<file path="config.mk">
export PLATFORM = sky130hd
export DESIGN_NAME = execute_flat
export DESIGN_NICKNAME = d
export VERILOG_FILES = /design/src/rtl/execute_pkg.sv /design/src/rtl/execute_if.sv /design/src/rtl/execute_shift_add_multiplier.sv /design/src/rtl/execute.sv /design/src/flat_wrapper.sv
export SDC_FILE = /design/constraint.sdc
export NUM_CORES = 1
export LEC_CHECK = 0
export ABC_AREA = 1
export CAP_MARGIN = 20
export CORE_ASPECT_RATIO = 1.4
export CORE_MARGIN = 3
export CORE_UTILIZATION = 30
export DETAILED_ROUTE_END_ITERATION = 10
export GPL_TIMING_DRIVEN = 1
export SLEW_MARGIN = 20
export SYNTH_ARGS = -nofsm -noshare
export SYNTH_HDL_FRONTEND = slang
export SYNTH_SLANG_ARGS = --single-unit
export TNS_END_PERCENT = 10
</file>
<file path="constraint.sdc">
create_clock -name clk -period 3.98 [get_ports clk]
set_input_delay 0.796 -clock clk [delete_from_list [all_inputs] [get_ports clk]]
set_output_delay 0.796 -clock clk [all_outputs]
set_load 0.005 [all_outputs]
</file>
<file path="src/rtl/execute_pkg.sv">
// Shared pipeline definitions: op codes and the multiplier FSM state encoding.
package execute_pkg;

  localparam int unsigned XLEN  = 32;
  localparam int unsigned OP_W  = 5;
  localparam int unsigned MUL_ITERS = 32;

  localparam logic [OP_W-1:0] OP_ADD   = 5'd0;
  localparam logic [OP_W-1:0] OP_SUB   = 5'd1;
  localparam logic [OP_W-1:0] OP_AND   = 5'd2;
  localparam logic [OP_W-1:0] OP_OR    = 5'd3;
  localparam logic [OP_W-1:0] OP_XOR   = 5'd4;
  localparam logic [OP_W-1:0] OP_SLL   = 5'd5;
  localparam logic [OP_W-1:0] OP_SRL   = 5'd6;
  localparam logic [OP_W-1:0] OP_SRA   = 5'd7;
  localparam logic [OP_W-1:0] OP_SLT   = 5'd8;
  localparam logic [OP_W-1:0] OP_SLTU  = 5'd9;
  localparam logic [OP_W-1:0] OP_BEQ   = 5'd10;
  localparam logic [OP_W-1:0] OP_BNE   = 5'd11;
  localparam logic [OP_W-1:0] OP_BLT   = 5'd12;
  localparam logic [OP_W-1:0] OP_BGE   = 5'd13;
  localparam logic [OP_W-1:0] OP_BLTU  = 5'd14;
  localparam logic [OP_W-1:0] OP_BGEU  = 5'd15;
  localparam logic [OP_W-1:0] OP_MUL   = 5'd16;
  localparam logic [OP_W-1:0] OP_MULHU = 5'd17;

  typedef enum logic [0:0] {
    IDLE = 1'b0,
    BUSY = 1'b1
  } mul_state_t;

  function automatic logic is_mul_op(input logic [OP_W-1:0] op);
    return (op == OP_MUL) || (op == OP_MULHU);
  endfunction

endpackage

</file>
<file path="src/rtl/execute_if.sv">
// Execute-stage bus: instruction in from register access, result and redirect out.
interface execute_if;
  import execute_pkg::*;

  logic            valid_input;
  logic            ready_output;
  logic [XLEN-1:0] data_a;
  logic [XLEN-1:0] data_b;
  logic [OP_W-1:0] execute_instruction_input;
  logic            condition_branch_input;
  logic            taken_input;
  logic [XLEN-1:0] pc_input;
  logic [XLEN-1:0] immediate_value_input;
  logic            valid_output;
  logic [XLEN-1:0] result;
  logic            redirect_valid;
  logic [XLEN-1:0] redirect_pc;
  logic            flush_output;

  // Upstream / bench side
  modport master (
    output valid_input, data_a, data_b, execute_instruction_input,
           condition_branch_input, taken_input, pc_input, immediate_value_input,
    input  ready_output, valid_output, result, redirect_valid, redirect_pc, flush_output
  );

  // Execute stage side
  modport slave (
    input  valid_input, data_a, data_b, execute_instruction_input,
           condition_branch_input, taken_input, pc_input, immediate_value_input,
    output ready_output, valid_output, result, redirect_valid, redirect_pc, flush_output
  );
endinterface

</file>
<file path="src/rtl/execute_shift_add_multiplier.sv">
// Iterative unsigned 32x32 multiplier: one shift-add step per clock, 32 steps.
module shift_add_multiplier
  import execute_pkg::*;
(
  input  logic              clk,
  input  logic              rst_n,
  input  logic              i_start,
  input  logic [XLEN-1:0]   i_a,
  input  logic [XLEN-1:0]   i_b,
  output logic              o_done,
  output logic [2*XLEN-1:0] o_product
);

  logic              r_busy;
  logic [4:0]        r_cnt;
  logic [2*XLEN-1:0] r_acc;
  logic [2*XLEN-1:0] r_mcand;
  logic [XLEN-1:0]   r_mplier;
  logic [2*XLEN-1:0] w_sum;

  // Partial sum including the current step; on the last step it is the full product,
  // so done and product are valid in the same cycle the final step is taken.
  always_comb begin
    w_sum = r_acc + (r_mplier[0] ? r_mcand : '0);
  end

  assign o_done    = r_busy && (r_cnt == 5'd31);
  assign o_product = w_sum;

  // Load operands on start, then shift multiplicand left / multiplier right each step
  always_ff @(posedge clk or negedge rst_n) begin
    if (!rst_n) begin
      r_busy   <= 1'b0;
      r_cnt    <= '0;
      r_acc    <= '0;
      r_mcand  <= '0;
      r_mplier <= '0;
    end else if (i_start) begin
      r_busy   <= 1'b1;
      r_cnt    <= '0;
      r_acc    <= '0;
      r_mcand  <= {{XLEN{1'b0}}, i_a};
      r_mplier <= i_b;
    end else if (r_busy) begin
      r_acc    <= w_sum;
      r_mcand  <= r_mcand << 1;
      r_mplier <= r_mplier >> 1;
      r_cnt    <= r_cnt + 5'd1;
      if (r_cnt == 5'd31) r_busy <= 1'b0;
    end
  end

endmodule

</file>
<file path="src/rtl/execute.sv">
// Execute stage: single-cycle ALU, branch resolution with redirect, iterative MUL/MULHU.
module execute
  import execute_pkg::*;
(
  input  logic     clk,
  input  logic     rst_n,
  execute_if.slave bus
);

  mul_state_t        r_state, w_next;
  logic              w_ready;
  logic              w_accept;
  logic              w_mul_start;
  logic              w_mul_done;
  logic [2*XLEN-1:0] w_product;
  logic [XLEN-1:0]   w_alu;
  logic              w_taken;
  logic              w_mispredict;
  logic [XLEN-1:0]   w_target;
  logic [XLEN-1:0]   w_a, w_b;
  logic [4:0]        w_shamt;
  logic [OP_W-1:0]   w_op;

  logic              r_valid;
  logic [XLEN-1:0]   r_result;
  logic              r_redirect;
  logic [XLEN-1:0]   r_redirect_pc;
  logic              r_mul_hi;

  assign w_a     = bus.data_a;
  assign w_b     = bus.data_b;
  assign w_shamt = bus.data_b[4:0];
  assign w_op    = bus.execute_instruction_input;

  // valid_input is ignored while BUSY because ready is low
  assign w_accept    = bus.valid_input && w_ready;
  assign w_mul_start = w_accept && is_mul_op(w_op);

  shift_add_multiplier u_mul (
    .clk       (clk),
    .rst_n     (rst_n),
    .i_start   (w_mul_start),
    .i_a       (w_a),
    .i_b       (w_b),
    .o_done    (w_mul_done),
    .o_product (w_product)
  );

  // FSM state register
  always_ff @(posedge clk or negedge rst_n) begin
    if (!rst_n) r_state <= IDLE;
    else        r_state <= w_next;
  end

  // FSM next state: enter BUSY on a multiply accept, leave on the final step
  always_comb begin
    w_next = r_state;
    case (r_state)
      IDLE:    if (w_mul_start) w_next = BUSY;
      BUSY:    if (w_mul_done)  w_next = IDLE;
      default: w_next = IDLE;
    endcase
  end

  // FSM outputs: stall upstream while the multiplier is iterating
  always_comb begin
    w_ready = (r_state == IDLE);
  end

  // Single-cycle ALU; branches and unassigned codes produce zero
  always_comb begin
    w_alu = '0;
    if (!bus.condition_branch_input) begin
      case (w_op)
        OP_ADD:  w_alu = w_a + w_b;
        OP_SUB:  w_alu = w_a - w_b;
        OP_AND:  w_alu = w_a & w_b;
        OP_OR:   w_alu = w_a | w_b;
        OP_XOR:  w_alu = w_a ^ w_b;
        OP_SLL:  w_alu = w_a << w_shamt;
        OP_SRL:  w_alu = w_a >> w_shamt;
        OP_SRA:  w_alu = $unsigned($signed(w_a) >>> w_shamt);
        OP_SLT:  w_alu = {{(XLEN-1){1'b0}}, ($signed(w_a) < $signed(w_b))};
        OP_SLTU: w_alu = {{(XLEN-1){1'b0}}, (w_a < w_b)};
        default: w_alu = '0;
      endcase
    end
  end

  // Branch resolution: actual direction, misprediction, and corrected fetch target
  always_comb begin
    w_taken = 1'b0;
    case (w_op)
      OP_BEQ:  w_taken = (w_a == w_b);
      OP_BNE:  w_taken = (w_a != w_b);
      OP_BLT:  w_taken = ($signed(w_a) <  $signed(w_b));
      OP_BGE:  w_taken = ($signed(w_a) >= $signed(w_b));
      OP_BLTU: w_taken = (w_a <  w_b);
      OP_BGEU: w_taken = (w_a >= w_b);
      default: w_taken = 1'b0;
    endcase
    w_mispredict = bus.condition_branch_input && (w_taken != bus.taken_input);
    w_target     = w_taken ? (bus.pc_input + bus.immediate_value_input)
                           : (bus.pc_input + 32'd4);
  end

  // Registered outputs: pulses self-clear, data held until the next completion
  always_ff @(posedge clk or negedge rst_n) begin
    if (!rst_n) begin
      r_valid       <= 1'b0;
      r_result      <= '0;
      r_redirect    <= 1'b0;
      r_redirect_pc <= '0;
      r_mul_hi      <= 1'b0;
    end else begin
      r_valid    <= 1'b0;
      r_redirect <= 1'b0;
      if (w_mul_start) begin
        r_mul_hi <= (w_op == OP_MULHU);
      end else if (w_accept) begin
        r_valid  <= 1'b1;
        r_result <= w_alu;
        if (w_mispredict) begin
          r_redirect    <= 1'b1;
          r_redirect_pc <= w_target;
        end
      end else if ((r_state == BUSY) && w_mul_done) begin
        r_valid  <= 1'b1;
        r_result <= r_mul_hi ? w_product[2*XLEN-1:XLEN] : w_product[XLEN-1:0];
      end
    end
  end

  assign bus.ready_output   = w_ready;
  assign bus.valid_output   = r_valid;
  assign bus.result         = r_result;
  assign bus.redirect_valid = r_redirect;
  assign bus.redirect_pc    = r_redirect_pc;
  assign bus.flush_output   = r_redirect;

endmodule

</file>
<file path="src/flat_wrapper.sv">
// flat-port wrapper written by rule: the top's interface ports become plain ports
module execute_flat import execute_pkg::*;
  (clk, rst_n, bus_valid_input, bus_data_a, bus_data_b, bus_execute_instruction_input, bus_condition_branch_input, bus_taken_input, bus_pc_input, bus_immediate_value_input, bus_ready_output, bus_valid_output, bus_result, bus_redirect_valid, bus_redirect_pc, bus_flush_output);
  execute_if bus_i ();
  input  logic clk;
  input  logic rst_n;
  input wire logic [$bits(bus_i.valid_input)-1:0] bus_valid_input;
  input wire logic [$bits(bus_i.data_a)-1:0] bus_data_a;
  input wire logic [$bits(bus_i.data_b)-1:0] bus_data_b;
  input wire logic [$bits(bus_i.execute_instruction_input)-1:0] bus_execute_instruction_input;
  input wire logic [$bits(bus_i.condition_branch_input)-1:0] bus_condition_branch_input;
  input wire logic [$bits(bus_i.taken_input)-1:0] bus_taken_input;
  input wire logic [$bits(bus_i.pc_input)-1:0] bus_pc_input;
  input wire logic [$bits(bus_i.immediate_value_input)-1:0] bus_immediate_value_input;
  output wire logic [$bits(bus_i.ready_output)-1:0] bus_ready_output;
  output wire logic [$bits(bus_i.valid_output)-1:0] bus_valid_output;
  output wire logic [$bits(bus_i.result)-1:0] bus_result;
  output wire logic [$bits(bus_i.redirect_valid)-1:0] bus_redirect_valid;
  output wire logic [$bits(bus_i.redirect_pc)-1:0] bus_redirect_pc;
  output wire logic [$bits(bus_i.flush_output)-1:0] bus_flush_output;
  assign bus_i.valid_input = bus_valid_input;
  assign bus_i.data_a = bus_data_a;
  assign bus_i.data_b = bus_data_b;
  assign bus_i.execute_instruction_input = bus_execute_instruction_input;
  assign bus_i.condition_branch_input = bus_condition_branch_input;
  assign bus_i.taken_input = bus_taken_input;
  assign bus_i.pc_input = bus_pc_input;
  assign bus_i.immediate_value_input = bus_immediate_value_input;
  assign bus_ready_output = bus_i.ready_output;
  assign bus_valid_output = bus_i.valid_output;
  assign bus_result = bus_i.result;
  assign bus_redirect_valid = bus_i.redirect_valid;
  assign bus_redirect_pc = bus_i.redirect_pc;
  assign bus_flush_output = bus_i.flush_output;
  execute u_core (.clk(clk), .rst_n(rst_n), .bus(bus_i));
endmodule
</file>
# == Word-level counts from Yosys, hierarchy flattened ==
# Cells that the tools add are included.
# totals
ff_bits,234
latchBits,0
mem_bits_rw,0
mem_bits_ro,0
output_inout_bits,68
memories,0
# classes
add_sub_neg,6
n_mul,0
div_mod_pow,0
magnitude_cmp,4
n_eq_ne,21
shift,3
n_mux,28
bitwise_logic,5
reduce_logical,11
# op_table
cell,n
$mux W64,5
$pmux W32 S10,1
$mux W32,7
$add A32 B32 Y32,2
$add A64 B64 Y64,1
$ge A32 B32 Y1,2
$lt A32 B32 Y1,2
$eq A5 B4 Y1 const B,8
$add A32 B3 Y32 const B,1
$and A32 B32 Y32,1
$eq A32 B32 Y1,1
$ne A32 B32 Y1,1
$or A32 B32 Y32,1
$shl A32 B5 Y32,1
$shr A32 B5 Y32,1
$sshr A32 B5 Y32,1
$sub A32 B32 Y32,1
$xor A32 B32 Y32,1
$eq A5 B3 Y1 const B,4
$eq A5 B5 Y1 const B,3
$mux W1,11
$eq A5 B2 Y1 const B,2
$mux W5,2
$pmux W1 S6,1
other kinds (11),17

# == Logic depth before layout (Yosys ltp) ==
# depth
word_depth,7
depth_mapped,27
ltp_nobuf,25

# == Hierarchy ==
# Synthesis repeated with hierarchy kept, for this count alone.
# unflattened
cells_unflattened,4863
hier_area_um2,28267.1
# by_module_without_submodules
mod,n_inst,cells_each,area_per_inst_um2,seq_area_each_um2
execute,1,2741,15150.8,1701.6
shift_add_multiplier,1,2122,13116.3,4154.0

# == Worst setup path after synthesis ==
# OpenSTA, ideal clock, no wires.
# synth_timing
path_type,in2reg
startpoint,in bus_data_b[4]
endpoint,reg u_core.r_redirect_pc[10] (netlist: u_core.bus.redirect_pc[10])
setup_time_ns,0.117
arrival_ns,3.494
t_required_ns,3.863
path_slack_ns,0.368
cell_stages,22
path_cell_list,clkbuf_1 clkinv_1 clkbuf_1 ha_1 buf_2 inv_2 nand2_1 nor2_1 nand3_1 nand2_1 nand2_1 nand2_2 nand2_2 nand2_1 nand2_1 nand3_1 nand4_2 nand2_2 nand3_4 buf_6 nand2_1 nand2_1
# synth_between
elab_chain_len,5
word_cells_on_any_way,11
classes_between,order compare: 4; eq/ne: 3; mux: 2; reduce/logical: 2
# synth_rtl
item,line_no,text
start: declaration,flat_wrapper.sv:9,input wire logic [$bits(bus_i.data_b)-1:0] bus_data_b;
"$ge A32 B32 Y1, or another cell as far along",execute.sv:99,OP_BGEU: w_taken = (w_a >= w_b);
$pmux W1 S6 *,execute.sv:93,case (w_op)
$ne A1 B1 Y1,execute.sv:102,w_mispredict = bus.condition_branch_input && (w_taken != bus.taken_input);
$logic_and A1 B1 Y1,execute.sv:102,
$reduce_and A3 Y1 (no line),--,
end signal: assignment,execute.sv:125,r_redirect_pc <= w_target;
end: declaration,execute.sv:27,logic [XLEN-1:0] r_redirect_pc;
# Mark *: on every way between the ends. The rest lies on a longest branch, timed or not.
# A chain may end at the register's enable or synchronous reset.

# == Final worst setup path ==
# layout_timing
startpoint,in bus_data_b[6]
endpoint,reg u_core.r_result[12] (netlist: u_core.bus.result[12])
# layout_between
elab_chain_len,4
word_cells_on_any_way,5
classes_between,add/sub: 2; mux: 3
# layout_rtl
item,line_no,text
$sub A32 B32 Y32 or $add A32 B32 Y32 (tied branches),"execute.sv:76, execute.sv:75",
$pmux W32 S10 *,execute.sv:74,case (w_op)
$mux W32 *,execute.sv:73,if (!bus.condition_branch_input) begin
$mux W32 *,execute.sv:120,end else if (w_accept) begin
end signal: assignment,execute.sv:122,r_result <= w_alu;
end signal: assignment,execute.sv:129,r_result <= r_mul_hi ? w_product[2*XLEN-1:XLEN] : w_product[XLEN-1:0];
end: declaration,execute.sv:25,logic [XLEN-1:0] r_result;
# Marked as above.

==> results by group <==
Synthesis
  • Sequential area share after synthesis: 21.8%
  • Yosys cell types: 56
  • Mapped Area: 26900 sq um
  • Number of synthesized flops with an enable pin: 0
  • Count leader, synth: nand2_1
  • Syn Area/Cell: 6.03 sq um
  • Top cells by count, synth: nand2_1, inv_1, nor2_1
  • Leading area contributor after synthesis: dfrtp_1
  • Mapped Nets: 4792
  • Yosys Warn Count: 0
  • Post-Synthesis Cells: 4456
  • Ys flop type: dfrtp_1
  • Synth area leaders: dfrtp_1, nand2_1, ha_1
  • Share of the synthesized area in the top cell type: 21.8%
  • Synth async-reset ratio: 100%
  • #FFs+latches synth: 234

Global routing
  • GR Overflow Total: 0
  • Largest net degree at the start of global routing: 94
  • First-pass GRT wire length: 200 mm
  • Number of global-route vias before repair: 31255
  • Initial antenna violation count: 2
  • Tot GR Track Use: 28.3%

Clock network
  • Clock latency on the worst-skew pair: 0.61 ns
  • Num CTS Buffers: 27
  • H-tree level count: 1
  • Postcts setup bufs: 0
  • CTS tree: done
  • Clock Tree Buf Depth: 3
  • Clock slew at reported path FFs: 0.07 ns
  • Clk Tree Root Cell: clkbuf_16
  • Number of gates resized after cts: 0
  • CTS sink cnt: 234
  • Hold buffer count at cts: 0

Critical path
  • Crit path launch type: input port
  • CP top delay family: buffers and inverters
  • Worst EP required: 4.48 ns
  • CP bufs+invs: 7
  • Crit Path Category: input port to flip-flop
  • Critical-path top delay cell: clkdlybuf4s50_1
  • Critical path arrival: 4.09 ns
  • Crit Path Max Fanout: 6
  • Critical-path cell list: clkdlybuf4s50_1 > inv_1 > ha_1 > inv_1 > nand2_2 > nor2_1 > nand3_1 > nand2_1 > inv_1 > o21bai_1 > buf_4 > xor2_1 > o21ai_0 > buf_4 > o21ai_0 > buf_4 > nand2_1 > nand2_1 > nand2_1
  • Crit. End Element: flip-flop
  • CP dominant cell by count: nand2_1
  • Slowest stage delay, CP: 0.48 ns

STA
  • Skew final: 0.0143 ns
  • Worst Tran Pin Value: 0.917 ns
  • Setup TNS Final: 0 ns
  • Endpoints failing setup: 0
  • Final min period: 3.60 ns
  • Slew margin rel.: 38.8%
  • Fmax: 278 MHz
  • Hold Fails Final Rpt: 0
  • RSZ-0062 raised after global routing: no
  • Final period utilization: 90.4%
  • Final-report max-slew violation count: 0
  • Fin Hold WS: 0.148 ns

Power
  • Seq pwr share: 31.2%
  • Pint: 6.49 mW
  • Gate power share: 46.2%
  • Clock network fraction of total power: 22.7%
  • Leakage: 16.8 nW
  • Peak supply drop: 0.273 mV
  • Sw frac: 44.1%
  • Psw: 5.11 mW
  • Total Power: 11.6 mW
  • Pwr Density: 350 nW/um^2

Floorplan
  • Initial core utilization: 30.3%
  • I/O pin count: 206
  • Core box area: 88600 sq um
  • Die Ht: 360 um
  • # rows: 129
  • Die width: 259 um
  • Die area: 93200 sq um

Place
  • GP Congestion: 1.01
  • Port bufs: 205
  • DP Wirelength: 112 mm

Finish
  • Syn-to-layout area delta: 23.3%
  • Post-layout util: 37.4%
  • Layout cells sized above 1: 8.86%
  • NumNets Final: 5175

Route
  • DRC Markers: 0
  • Via count: 31926
  • Final antenna-violating net count: 0
  • Pre-Repair DR Iteration Count: 6
  • Vias/cell: 5.29
  • DR iter-0 viols: 2998
  • Routed WL per cell: 22.5 um
  • Drt total wl: 136 mm

Run status
  • Status: completed

Min path
  • Min-Delay Path Class: input port to asynchronous set/reset pin

Run
  • Max-cap viol count: 0
-- state kept, by name, summed over array words and instances (netlist names) --
name / cells
u_core.u_mul.r_cnt: 5
u_core.bus.result: 32
u_core.bus.redirect_pc: 32
u_core.u_mul.r_busy: 1
u_core.u_mul.r_mplier: 32
u_core.bus.flush_output: 1
u_core.u_mul.r_mcand: 64
u_core.u_mul.r_acc: 64
u_core.r_state: 1
u_core.bus.valid_output: 1
u_core.r_mul_hi: 1
-- area by class of cell --
type,count,area [sq um]
fillers,9790,55500
clock inverters,10,145
diodes,1,2.50
well taps,1179,1480
clock buffers,36,719
flip-flops and latches,234,5860
inverters,585,2200
repair buffers,526,4680
multi-input cells,3465,18000
-- worst register-to-register path, stage by stage, from the launching register on --
cell     delay (ns)
dfrtp_2        0.46
nand2_1        0.08
inv_1          0.15
ha_1           0.19
inv_1          0.06
fa_1           0.42
nor2_1         0.13
nand2_1        0.05
nand2_1        0.09
nand2_1        0.07
nand2_1        0.14
nand2_1        0.07
nand2_1        0.11
nand2_1        0.07
nand2_1        0.14
nand2_1        0.09
nand2_1        0.11
nand3_1        0.15
nand2_1        0.09
nand2_1        0.05
nand2_1        0.12
nand2_1        0.16
nand2_1        0.30
nand2_1        0.08
nand2_1        0.07
nand2_1        0.05
-- metrics by stage --
step	area [sq um]	cells	setup WS, ns
finish	33100	6036	0.383
global route	33100	6035	0.0568
CTS	33100	6035	0.417
detailed placement	32300	5989	-0.149
global placement	32300	5989	-0.191
floorplan	26900	4456	0.368
-- metal layers --
| layer | GRT usage (%) | up-vias | share of wire [%] |
|---|---|---|---|
| li1 | - | 15311 | - |
| met1 | 36.0 | 15150 | 42 |
| met2 | 46.8 | 1194 | 46 |
| met3 | 4.14 | 267 | 6.5 |
| met4 | 13.2 | 4 | 5.6 |
| met5 | 0 | - | 0.020 |
-- worst paths after layout --
check	from	endpoint	slack, ns	depth (start not counted)
worst max-delay path	bus_data_b[6]	u_core.bus.result[12]	0.38	19
worst min-delay path	rst_n	u_core.u_mul.r_mplier[13]	0.15	1
worst max register to register	u_core.u_mul.r_mplier[0]	u_core.bus.result[26]	0.39	25
worst min register to register	u_core.u_mul.r_acc[45]	u_core.u_mul.r_acc[45]	0.48	1
max in group asynchronous	rst_n	u_core.bus.result[16]	2.74	2
min in group clk	u_core.u_mul.r_acc[45]	u_core.u_mul.r_acc[45]	0.48	1
-- power groups by stage --
stage | logic, mW | clock network (mW) | registers (mW)
finish | 5.35 | 2.63 | 3.61
detailed placement | 5.26 | 0 | 3.62
floorplan | 2.89 | 0 | 3.39
global route | 5.82 | 2.76 | 3.67
global placement | 5.24 | 0 | 3.63
CTS | 5.28 | 2.68 | 3.61
-- placed cells by master (no fill, tap or decap), drive strengths merged, types with 40 or more instances in the layout --
cell           instances
nand2               1384
o221ai                55
ha                   194
xor2                  63
nor3                  45
o22ai                 41
o211ai                46
nand3                307
clkdlybuf4s50        201
inv                  580
nor2                 426
a21o                  40
a21oi                288
o21ai                333
dfrtp                234
buf                  325
-- cell families (layout without fill, tap and decap cells) --
kind of cell | after synthesis | after routing | share of synthesized area, %
AO/OA/AOI/OAI | 920 | 920 | 20.2
XOR/XNOR | 95 | 95 | 3.10
adder cells (fa/ha/maj) | 198 | 198 | 9.33
buffers and inverters | 757 | 1157 | 11.1
flip-flops | 234 | 234 | 21.8
multiplexers | 12 | 12 | 0.447
other | 0 | 1 | 0
AND/OR/NAND/NOR | 2240 | 2240 | 34.1
Power figures use the tool's default switching activity.
